$ cat src/rtl/vga_timing_driver.sv
// vga_timing_driver
// Raster timing generator and pixel output stage for a VGA path (640x480@60 by default).
// Free-running h/v counters produce 1-based pixel coordinates for the compositing
// stage. The returned pixel is registered onto the pins with sync and blanking
// delayed to match the compositor latency.
//
// Ports:
//   clk          pixel clock
//   rst_n        asynchronous active-low reset
//   VGA_data     RGB444 pixel from compositor, [11:8]=R [7:4]=G [3:0]=B
//   VGA_xpos     1-based column, 0 outside active columns (combinational decode)
//   VGA_ypos     1-based row, 0 outside active lines (combinational decode)
//   frame_start  high while position (1,1) is presented (combinational decode)
//   VGA_r/g/b    registered colour pins, forced to 0 while blanked
//   VGA_hs/vs    registered sync pins, polarity from HS_POL/VS_POL
module vga_timing_driver #(
    parameter int unsigned H_ACTIVE     = 640,
    parameter int unsigned H_FP         = 16,
    parameter int unsigned H_SYNC       = 96,
    parameter int unsigned H_BP         = 48,
    parameter int unsigned V_ACTIVE     = 480,
    parameter int unsigned V_FP         = 10,
    parameter int unsigned V_SYNC       = 2,
    parameter int unsigned V_BP         = 33,
    parameter int unsigned DATA_LATENCY = 3,
    parameter logic        HS_POL       = 1'b0,
    parameter logic        VS_POL       = 1'b0
) (
    input  logic        clk,
    input  logic        rst_n,
    input  logic [11:0] VGA_data,
    output logic [10:0] VGA_xpos,
    output logic [10:0] VGA_ypos,
    output logic        frame_start,
    output logic [3:0]  VGA_r,
    output logic [3:0]  VGA_g,
    output logic [3:0]  VGA_b,
    output logic        VGA_hs,
    output logic        VGA_vs
);

    localparam int unsigned CNT_W   = 11;
    localparam int unsigned H_TOTAL = H_ACTIVE + H_FP + H_SYNC + H_BP;
    localparam int unsigned V_TOTAL = V_ACTIVE + V_FP + V_SYNC + V_BP;

    localparam logic [CNT_W-1:0] H_LAST   = CNT_W'(H_TOTAL - 1);
    localparam logic [CNT_W-1:0] V_LAST   = CNT_W'(V_TOTAL - 1);
    localparam logic [CNT_W-1:0] H_ACT    = CNT_W'(H_ACTIVE);
    localparam logic [CNT_W-1:0] V_ACT    = CNT_W'(V_ACTIVE);
    localparam logic [CNT_W-1:0] HS_START = CNT_W'(H_ACTIVE + H_FP);
    localparam logic [CNT_W-1:0] HS_END   = CNT_W'(H_ACTIVE + H_FP + H_SYNC);
    localparam logic [CNT_W-1:0] VS_START = CNT_W'(V_ACTIVE + V_FP);
    localparam logic [CNT_W-1:0] VS_END   = CNT_W'(V_ACTIVE + V_FP + V_SYNC);
    localparam logic [CNT_W-1:0] CNT_ONE  = CNT_W'(1);

    logic [CNT_W-1:0] h_cnt;
    logic [CNT_W-1:0] v_cnt;
    logic             h_active;
    logic             v_active;
    logic             de;
    logic             hs_raw;
    logic             vs_raw;
    logic             de_dly;
    logic             hs_dly;
    logic             vs_dly;

    // Raster counters; reset to the last position so the first edge lands on (0,0).
    always_ff @(posedge clk or negedge rst_n) begin
        if (!rst_n) begin
            h_cnt <= H_LAST;
            v_cnt <= V_LAST;
        end else if (h_cnt == H_LAST) begin
            h_cnt <= '0;
            v_cnt <= (v_cnt == V_LAST) ? '0 : v_cnt + CNT_ONE;
        end else begin
            h_cnt <= h_cnt + CNT_ONE;
        end
    end

    // Position-domain decode straight from the counter registers.
    always_comb begin
        h_active    = (h_cnt < H_ACT);
        v_active    = (v_cnt < V_ACT);
        VGA_xpos    = h_active ? h_cnt + CNT_ONE : '0;
        VGA_ypos    = v_active ? v_cnt + CNT_ONE : '0;
        de          = h_active && v_active;
        hs_raw      = (h_cnt >= HS_START) && (h_cnt < HS_END);
        vs_raw      = (v_cnt >= VS_START) && (v_cnt < VS_END);
        frame_start = (h_cnt == '0) && (v_cnt == '0);
    end

    // Delay the flags by the compositor latency so they line up with VGA_data.
    generate
        if (DATA_LATENCY == 0) begin : g_direct
            assign de_dly = de;
            assign hs_dly = hs_raw;
            assign vs_dly = vs_raw;
        end else begin : g_pipe
            logic [DATA_LATENCY-1:0] de_sr;
            logic [DATA_LATENCY-1:0] hs_sr;
            logic [DATA_LATENCY-1:0] vs_sr;

            always_ff @(posedge clk or negedge rst_n) begin
                if (!rst_n) begin
                    de_sr <= '0;
                    hs_sr <= '0;
                    vs_sr <= '0;
                end else begin
                    de_sr <= DATA_LATENCY'({de_sr, de});
                    hs_sr <= DATA_LATENCY'({hs_sr, hs_raw});
                    vs_sr <= DATA_LATENCY'({vs_sr, vs_raw});
                end
            end

            assign de_dly = de_sr[DATA_LATENCY-1];
            assign hs_dly = hs_sr[DATA_LATENCY-1];
            assign vs_dly = vs_sr[DATA_LATENCY-1];
        end
    endgenerate

    // Pin register; colour is gated so blanked input data never reaches the pins.
    always_ff @(posedge clk or negedge rst_n) begin
        if (!rst_n) begin
            {VGA_r, VGA_g, VGA_b} <= 12'h000;
            VGA_hs                <= ~HS_POL;
            VGA_vs                <= ~VS_POL;
        end else begin
            {VGA_r, VGA_g, VGA_b} <= de_dly ? VGA_data : 12'h000;
            VGA_hs                <= hs_dly ? HS_POL : ~HS_POL;
            VGA_vs                <= vs_dly ? VS_POL : ~VS_POL;
        end
    end

endmodule

$ cat config.mk
export PLATFORM = sky130hd
export DESIGN_NAME = vga_timing_driver
export DESIGN_NICKNAME = d
export VERILOG_FILES = /design/src/rtl/vga_timing_driver.sv
export SDC_FILE = /design/constraint.sdc
export NUM_CORES = 1
export LEC_CHECK = 0
export BUFFER_PORTS_ARGS = -buffer_cell sky130_fd_sc_hd__buf_2
export CORE_MARGIN = 3
export CORE_UTILIZATION = 40
export CTS_BUF_LIST = sky130_fd_sc_hd__clkbuf_8 sky130_fd_sc_hd__clkbuf_16
export DETAILED_ROUTE_END_ITERATION = 8
export HOLD_SLACK_MARGIN = 0.1
export SLEW_MARGIN = 25
export SYNTH_ARGS = -nofsm -noshare
export SYNTH_HDL_FRONTEND = slang
export SYNTH_SLANG_ARGS = --single-unit
$ cat constraint.sdc
create_clock -name clk -period 2.45 [get_ports clk]
set_input_delay 0.1225 -clock clk [delete_from_list [all_inputs] [get_ports clk]]
set_output_delay 0.1225 -clock clk [all_outputs]
set_load 0.02 [all_outputs]
Yosys cells after proc, flatten, opt, wreduce, memory -nomap -nowiden

Index checks and enable logic that the tools add are counted.

Add/subtract/negate cells: 2
Multiply operators: 0
Div/mod/pow operators: 0
Order comparisons: 6
Equality and inequality tests: 2
Shift operators: 0
Mux-type cells: 7
Bitwise logic cells: 0
Reductions and logical operators: 6

Operators by type and width:

| operator                | number |
|---|---|
| $mux W11                | 4 |
| $add A11 B1 Y11 const B | 2 |
| $eq A11 B10 Y1 const B  | 2 |
| $logic_not A11 Y1       | 2 |
| $lt A11 B10 Y1 const B  | 2 |
| $lt A11 B9 Y1 const B   | 2 |
| $mux W12                | 1 |
| $ge A11 B10 Y1 const B  | 1 |
| $ge A11 B9 Y1 const B   | 1 |
| $logic_and A1 B1 Y1     | 4 |
| $mux W1                 | 2 |

Register bits after elaboration: 45
Bits in latches: 0
Memory bits (writable): 0
ROM bits: 0
Word-level logic and storage cells: 33
Memories: 0

Longest topological paths before layout

Gate-level depths: netlist (run 1).

Depth after elaboration: 2
Mapped depth: 6
Depth with buffers taken out: 6

Worst setup path before layout (run 1)

OpenSTA, ideal clock, no wires.

Path type: reg-to-reg
Start: reg h_cnt[0]
End: reg v_cnt[10]
Arrival time: 2.079 ns
Slack: 0.243 ns
Cell stages (with the launch flop): 7
Buffers on the path: 1
Cells stage by stage: dfstp_2 > ha_1 > nand4_1 > or4_4 > buf_6 > nor3_4 > mux2_1

Longest elaborated chain between the ends: 1

Ends and longest elaborated chain:

| element                  | line | RTL |
|---|---|---|
| start: declaration       | 56   | `logic [CNT_W-1:0] h_cnt;` |
| start signal: assignment | 76   | `h_cnt <= h_cnt + CNT_ONE;` |
| $eq A11 B10 Y1           | 72   | `end else if (h_cnt == H_LAST) begin` |
| end signal: assignment   | 74   | `v_cnt <= (v_cnt == V_LAST) ? '0 : v_cnt + CNT_ONE;` |
| end: declaration         | 57   | `logic [CNT_W-1:0] v_cnt;` |

Every way passes these cells.
A chain may end at the register's enable or synchronous reset.

Worst setup path in the final report (run 1)

Same ends and word-level chain as after synthesis.

==> results of run 1 <==
-- cell type report --
class / instances / area, um2
fillers: 477 / 2308
flip-flops and latches: 45 / 1141
multi-input cells: 141 / 884.6
repair buffers: 61 / 375.4
well taps: 67 / 83.83
clock buffers: 5 / 68.82
inverters: 8 / 30.03
clock inverters: 3 / 18.77
-- critical path, cell delays in order (launching register included) --
cell and delay, ps:
dfstp_2 590, ha_1 240, nand4_1 180, or4_4 640
nor3_4 200, mux2_1 340
-- power by group --
part	leakage (nW)	internal, W	switching, W
sequential	0.537	0.000753	0.00000199
combinational	0.671	0.0000330	0.0000415
clock	0.0416	0.000197	0.000256
-- logic make-up after synthesis --
group,count (synthesis),synth area share
simple gates,96,0.2527
mux,1,0.005338
flops,45,0.5409
fa+ha+maj,4,0.02373
buf+inv,19,0.04329
xor+xnor,16,0.06643
compound gates,21,0.06584
other cells,1,0.001778
-- registers in the layout, summed over array words and instances, names as in the netlist --
register and count:
VGA_g 4, VGA_vs 1, v_cnt 11, g_pipe.hs_sr 3, VGA_b 4, h_cnt 11, g_pipe.vs_sr 3, g_pipe.de_sr 3
VGA_hs 1, VGA_r 4
-- synthesized netlist by cell type, drive strengths merged, types with 6 or more instances --
cell,instances
and2,14
dfrtp,33
inv,8
nor2,30
dfstp,12
clkbuf,6
o31ai,6
nand2,13
o21ai,8
nand3,6
xor2,11
-- routing by layer --
metal | up-vias | global-route usage
met5 | - | 0
li1 | 790 | -
met3 | 5 | 0.03670
met4 | 0 | 0.04196
met1 | 712 | 0.2018
met2 | 41 | 0.2343
-- how the worst min path moves through the flow --
stage | from | end | slack (ps) | cells past startpoint
detailed placement | rst_n | g_pipe.vs_sr[2] | 340 | 1
global route | g_pipe.de_sr[1] | g_pipe.de_sr[2] | 360 | 0
CTS | g_pipe.hs_sr[2] | VGA_hs | 360 | 1
floorplan | rst_n | VGA_b[0] | -170 | 0
finish | rst_n | v_cnt[6] | 350 | 2
global placement | g_pipe.hs_sr[0] | g_pipe.hs_sr[1] | 330 | 0
-- through the flow --
| stage | util | setup WS (ps) | hold slack (ps) | instances |
|---|---|---|---|---|
| global placement | 0.4851 | 224.0 | 332.4 | 309 |
| detailed placement | 0.4851 | 167.5 | 335.9 | 309 |
| global route | 0.5299 | 27.92 | 360.4 | 330 |
| finish | 0.5299 | 140.3 | 352.7 | 330 |
| floorplan | - | 243.2 | -173.1 | 205 |
| CTS | 0.5294 | 132.9 | 356.3 | 330 |
==> impl_metrics.tcl, run 1 <==
set metrics [dict create \
    clk_pin_slew_ps 90 \
    cts_buffers 5 \
    status "finished clean" \
    cts.root.buffer_cell "clkbuf_8" \
    wl_met2_um 1816 \
    antenna_cells 0 \
    first_pass_iters 4 \
    highest_layer "met4" \
    area_growth_pct 23.37 \
    route.met3.wl_um 237 \
    min_period_ps 2310 \
    vias_per_cell 4.691 \
    syn_area_per_cell_um2 10.39 \
    grt_overflow 0 \
    ys_seq_elements 45 \
    final_common_cell "buf_2" \
    numClockSinks 45 \
    finalWeightedCongestion 0.8280 \
    synth_top_cell_area_share 0.3915 \
    num_rows 25 \
    drt_iter0_drc 47 \
    ctsResizeCount 0 \
    final_cell_mix "buf_2 (46), dfrtp_1 (33), nor2_1 (30), and2_1 (14)" \
    worst-path-max-fanout 10 \
    netlist_top_cells_area "dfrtp_1 (39%), dfstp_2 (15%), nor2_1 (5.3%)" \
    die_x_um 78.62 \
    die_area_mm2 0.006181 \
    synthDistinctLibCells 38 \
    route.detailed.drc 0 \
    routedWlPerCell_um 12.73 \
    clock_path_buffers 2 \
    synth_area_leader_cell "dfrtp_1" \
    vdd_ir_drop_max_v 0.0003596 \
    finalNetCount 280 \
    final_cell_area_mm2 0.002603 \
    cts_tree "done" \
    finalPower_w 0.001283 \
    setup_violations 0 \
    syn_area_mm2 0.002110 \
    worstSetupStartpoint "h_cnt[0]" \
    cts_max_level 2 \
    syn-instance-count 203 \
    critical_path_required_ps 2620 \
    cts_setup_buffers 0 \
    dpl-instance-area_mm2 0.002382 \
    slew_viol_final 0 \
    pin_count 51 \
    die_h_um 78.62 \
    ant_nets 0 \
    drive_gt1_frac 0.2738 \
    endpoint_kind "register" \
    core_area_mm2 0.004911 \
    critPathKind "register to register" \
    p_leak_nw 1.250 \
    r2r-start "h_cnt[0]" \
    r2r_setup_slack_ps 140 \
    wl_um 4200 \
    antenna_found_initial 0 \
    hold_violations 0 \
    synthFlopType "dfrtp_1" \
    fin_tns_setup_ps 0 \
    reg2regPathDepth 5 \
    start_util 0.4296 \
    clock-skew-final_ps 6.961 \
    async_reset_ff_frac 1.000 \
    post-dp-hpwl_um 2806 \
    ys.warnings.count 0 \
    fmax_mhz 433.0 \
    portBuffers 47 \
    critPathLaunchType "register" \
    track_usage 0.1483 \
    synth-seq-area-share 0.5409 \
    synth-edff-count 0 \
    cp.arrival_ps 2480 \
    slew_headroom 0.6396 \
    clk-insertion-delay-late_ps 290 \
    grt_max_degree 46 \
    tightestPinTransition_ps 540.6 \
    m1WireLength_um 2104 \
    vias 1548 \
    min_path_type "primary input to asynchronous set/reset pin" \
    cap_violations 0 \
    timing.rr.end "v_cnt[10]" \
    rsz0062_at_grt "no" \
    hold_buffers 13 \
    p_per_area_mw_per_mm2 492.9 \
    period_share 0.9427 \
    grt_pass1_wl_um 7389 \
    grt_pass1_vias 1573 \
    endpoint "v_cnt[10]" \
]
Note: power is estimated with default switching activity, not from simulation.
==> run 2, diff against run 1 <==
--- a/config.mk
+++ b/config.mk
@@ -7,10 +7,11 @@
 export LEC_CHECK = 0
 export BUFFER_PORTS_ARGS = -buffer_cell sky130_fd_sc_hd__buf_2
 export CORE_MARGIN = 3
-export CORE_UTILIZATION = 40
+export CORE_UTILIZATION = 53
 export CTS_BUF_LIST = sky130_fd_sc_hd__clkbuf_8 sky130_fd_sc_hd__clkbuf_16
 export DETAILED_ROUTE_END_ITERATION = 8
 export HOLD_SLACK_MARGIN = 0.1
+export PLACE_DENSITY = 0.79
 export SLEW_MARGIN = 25
 export SYNTH_ARGS = -nofsm -noshare
 export SYNTH_HDL_FRONTEND = slang
==> run 2 against run 1 <==
Net effect: setup slack improved by 21 ps; first-iteration DRC count rose by 87%; clock skew fell by 2.6 ps; routed wire length rose by 6.2%; sequential share of layout area rose by 0.063 points; cell count fell by 5.8%; hold slack improved by 1.4 ps; clock power rose by 19%; count of clock-buffer cells in the layout did not move; power rose by 6.9%; final area fell by 0.14%; global-route usage rose by 4.9 points; highest routed layer unchanged; largest cell class unchanged.
==> impl_metrics.tcl, run 2 (synthesis results as in run 1) <==
set metrics [dict create \
    wl_um 4462 \
    grt_pass1_wl_um 7652 \
    area_growth_pct 23.19 \
    min_period_ps 2289 \
    tightestPinTransition_ps 545.4 \
    hold_violations 0 \
    endpoint_kind "register" \
    routedWlPerCell_um 14.35 \
    drive_gt1_frac 0.2738 \
    cts.root.buffer_cell "clkbuf_8" \
    setup_slack_ps 161.3 \
    vdd_ir_drop_max_v 0.0003017 \
    finalWeightedCongestion 0.8776 \
    p_per_area_mw_per_mm2 527.6 \
    core_area_mm2 0.003744 \
    cts_buffers 5 \
    worst-path-max-fanout 10 \
    vias_per_cell 5.186 \
    clk-insertion-delay-late_ps 290 \
    hp-start "g_pipe.hs_sr[1]" \
    grt_overflow 0 \
    grt_max_degree 46 \
    timing.rr.end "v_cnt[10]" \
    critical_path_required_ps 2620 \
    seqCellArea_mm2 0.001141 \
    critPathKind "register to register" \
    slew_headroom 0.6364 \
    fin_util 0.6942 \
    post-dp-hpwl_um 2998 \
    portBuffers 47 \
    place_ws_ps 184.9 \
    vias 1613 \
    critPathLaunchType "register" \
    clock-skew-final_ps 4.407 \
    multi_input_area_um2 884.6 \
    placed_cells 290 \
    first_pass_iters 4 \
    track_usage 0.1976 \
    reg2regPathDepth 5 \
    antenna_found_initial 0 \
    ctsResizeCount 0 \
    start_util 0.5635 \
    min_path_type "register to register" \
    numClockSinks 45 \
    num_rows 22 \
    hold_depth 0 \
    cp.arrival_ps 2460 \
    path_cells "ha_1, nand4_1, or4_4, nor3_4, mux2_1" \
    grt_pass1_vias 1631 \
    rsz0062_at_grt "no" \
    drt_iter0_drc 88 \
    die_x_um 69.09 \
    antenna_cells 0 \
    finalNetCount 280 \
    hold_end "g_pipe.hs_sr[2]" \
    clock_path_buffers 2 \
    final.fill_count 305 \
    r2r_setup_slack_ps 160 \
    setup_violations 0 \
    cts_tree "done" \
    final_common_cell "buf_2" \
    fin_tns_setup_ps 0 \
    worst_path_max_delay_cell "or4_4" \
    die_h_um 69.09 \
    die_area_mm2 0.004773 \
    ant_nets 0 \
    worst_path_largest_cell_delay_ps 640 \
    pin_count 51 \
    cts_max_level 2 \
    final_cell_mix "buf_2 (46), dfrtp_1 (33), nor2_1 (30), and2_1 (14)" \
    status "finished clean" \
    route.detailed.drc 0 \
    r2r-start "h_cnt[0]" \
    slew_viol_final 0 \
    clk_pin_slew_ps 80 \
    cap_violations 0 \
    period_share 0.9342 \
    p_leak_nw 1.267 \
    top_regs "h_cnt: 11 flops, v_cnt: 11 flops" \
    stdcell_count 311 \
    fmax_mhz 436.9 \
]
## run 2: power by group
part	leakage [nW]	switching (W)	internal (W)
Clock	0.0593	0.000241	0.000298
Sequential	0.537	0.00000276	0.000753
Combinational	0.671	0.0000426	0.0000330
Total	1.27	0.000287	0.00108
## run 2: cell type report
type / instances / area share
multi-input cells: 141 / 0.3404
inverters: 8 / 0.01156
flip-flops and latches: 45 / 0.4391
well taps: 48 / 0.02311
repair buffers: 61 / 0.1444
clock inverters: 3 / 0.01493
clock buffers: 5 / 0.02648
## run 2: metal layers
metal / GRT usage / routed length [um]
met2: 0.3263 / 2128
met3: 0.03499 / 235
met4: 0.08894 / 107
met1: 0.2531 / 1991
met5: 0 / 0
## run 2: critical path: cells and delay by family, from the launching register on
kind	cells	cell delay [ps]
mux	1	350
flops	1	580
fa+ha+maj	1	220
simple gates	3	1030
## run 2: through the flow
stage	hold WS, ps	total power [W]	area (um2)
after floorplan	-173.1	0.0007976	2117
after global placement	319.4	0.0008270	2359
after detailed placement	335.1	0.0008288	2359
after CTS	357.1	0.001388	2596
after global routing	366.8	0.001429	2599
final	354.0	0.001371	2599
## run 2: what timing repair did
item	in CTS	in global routing
setup buffers	0	0
endpoints found under the setup margin	0	0
hold endpoints to repair	45	0
hold buffers	13	0
## run 2: worst max-delay path by stage
| stage | depth (start not counted) | slack (ps) | to | start |
|---|---|---|---|---|
| after global routing | 5 | 40 | v_cnt[10] | h_cnt[0] |
| after CTS | 5 | 160 | v_cnt[10] | h_cnt[0] |
| after detailed placement | 5 | 180 | v_cnt[10] | h_cnt[0] |
| after global placement | 5 | 230 | v_cnt[10] | h_cnt[0] |
| final | 5 | 160 | v_cnt[10] | h_cnt[0] |
| after floorplan | 6 | 240 | v_cnt[10] | h_cnt[0] |
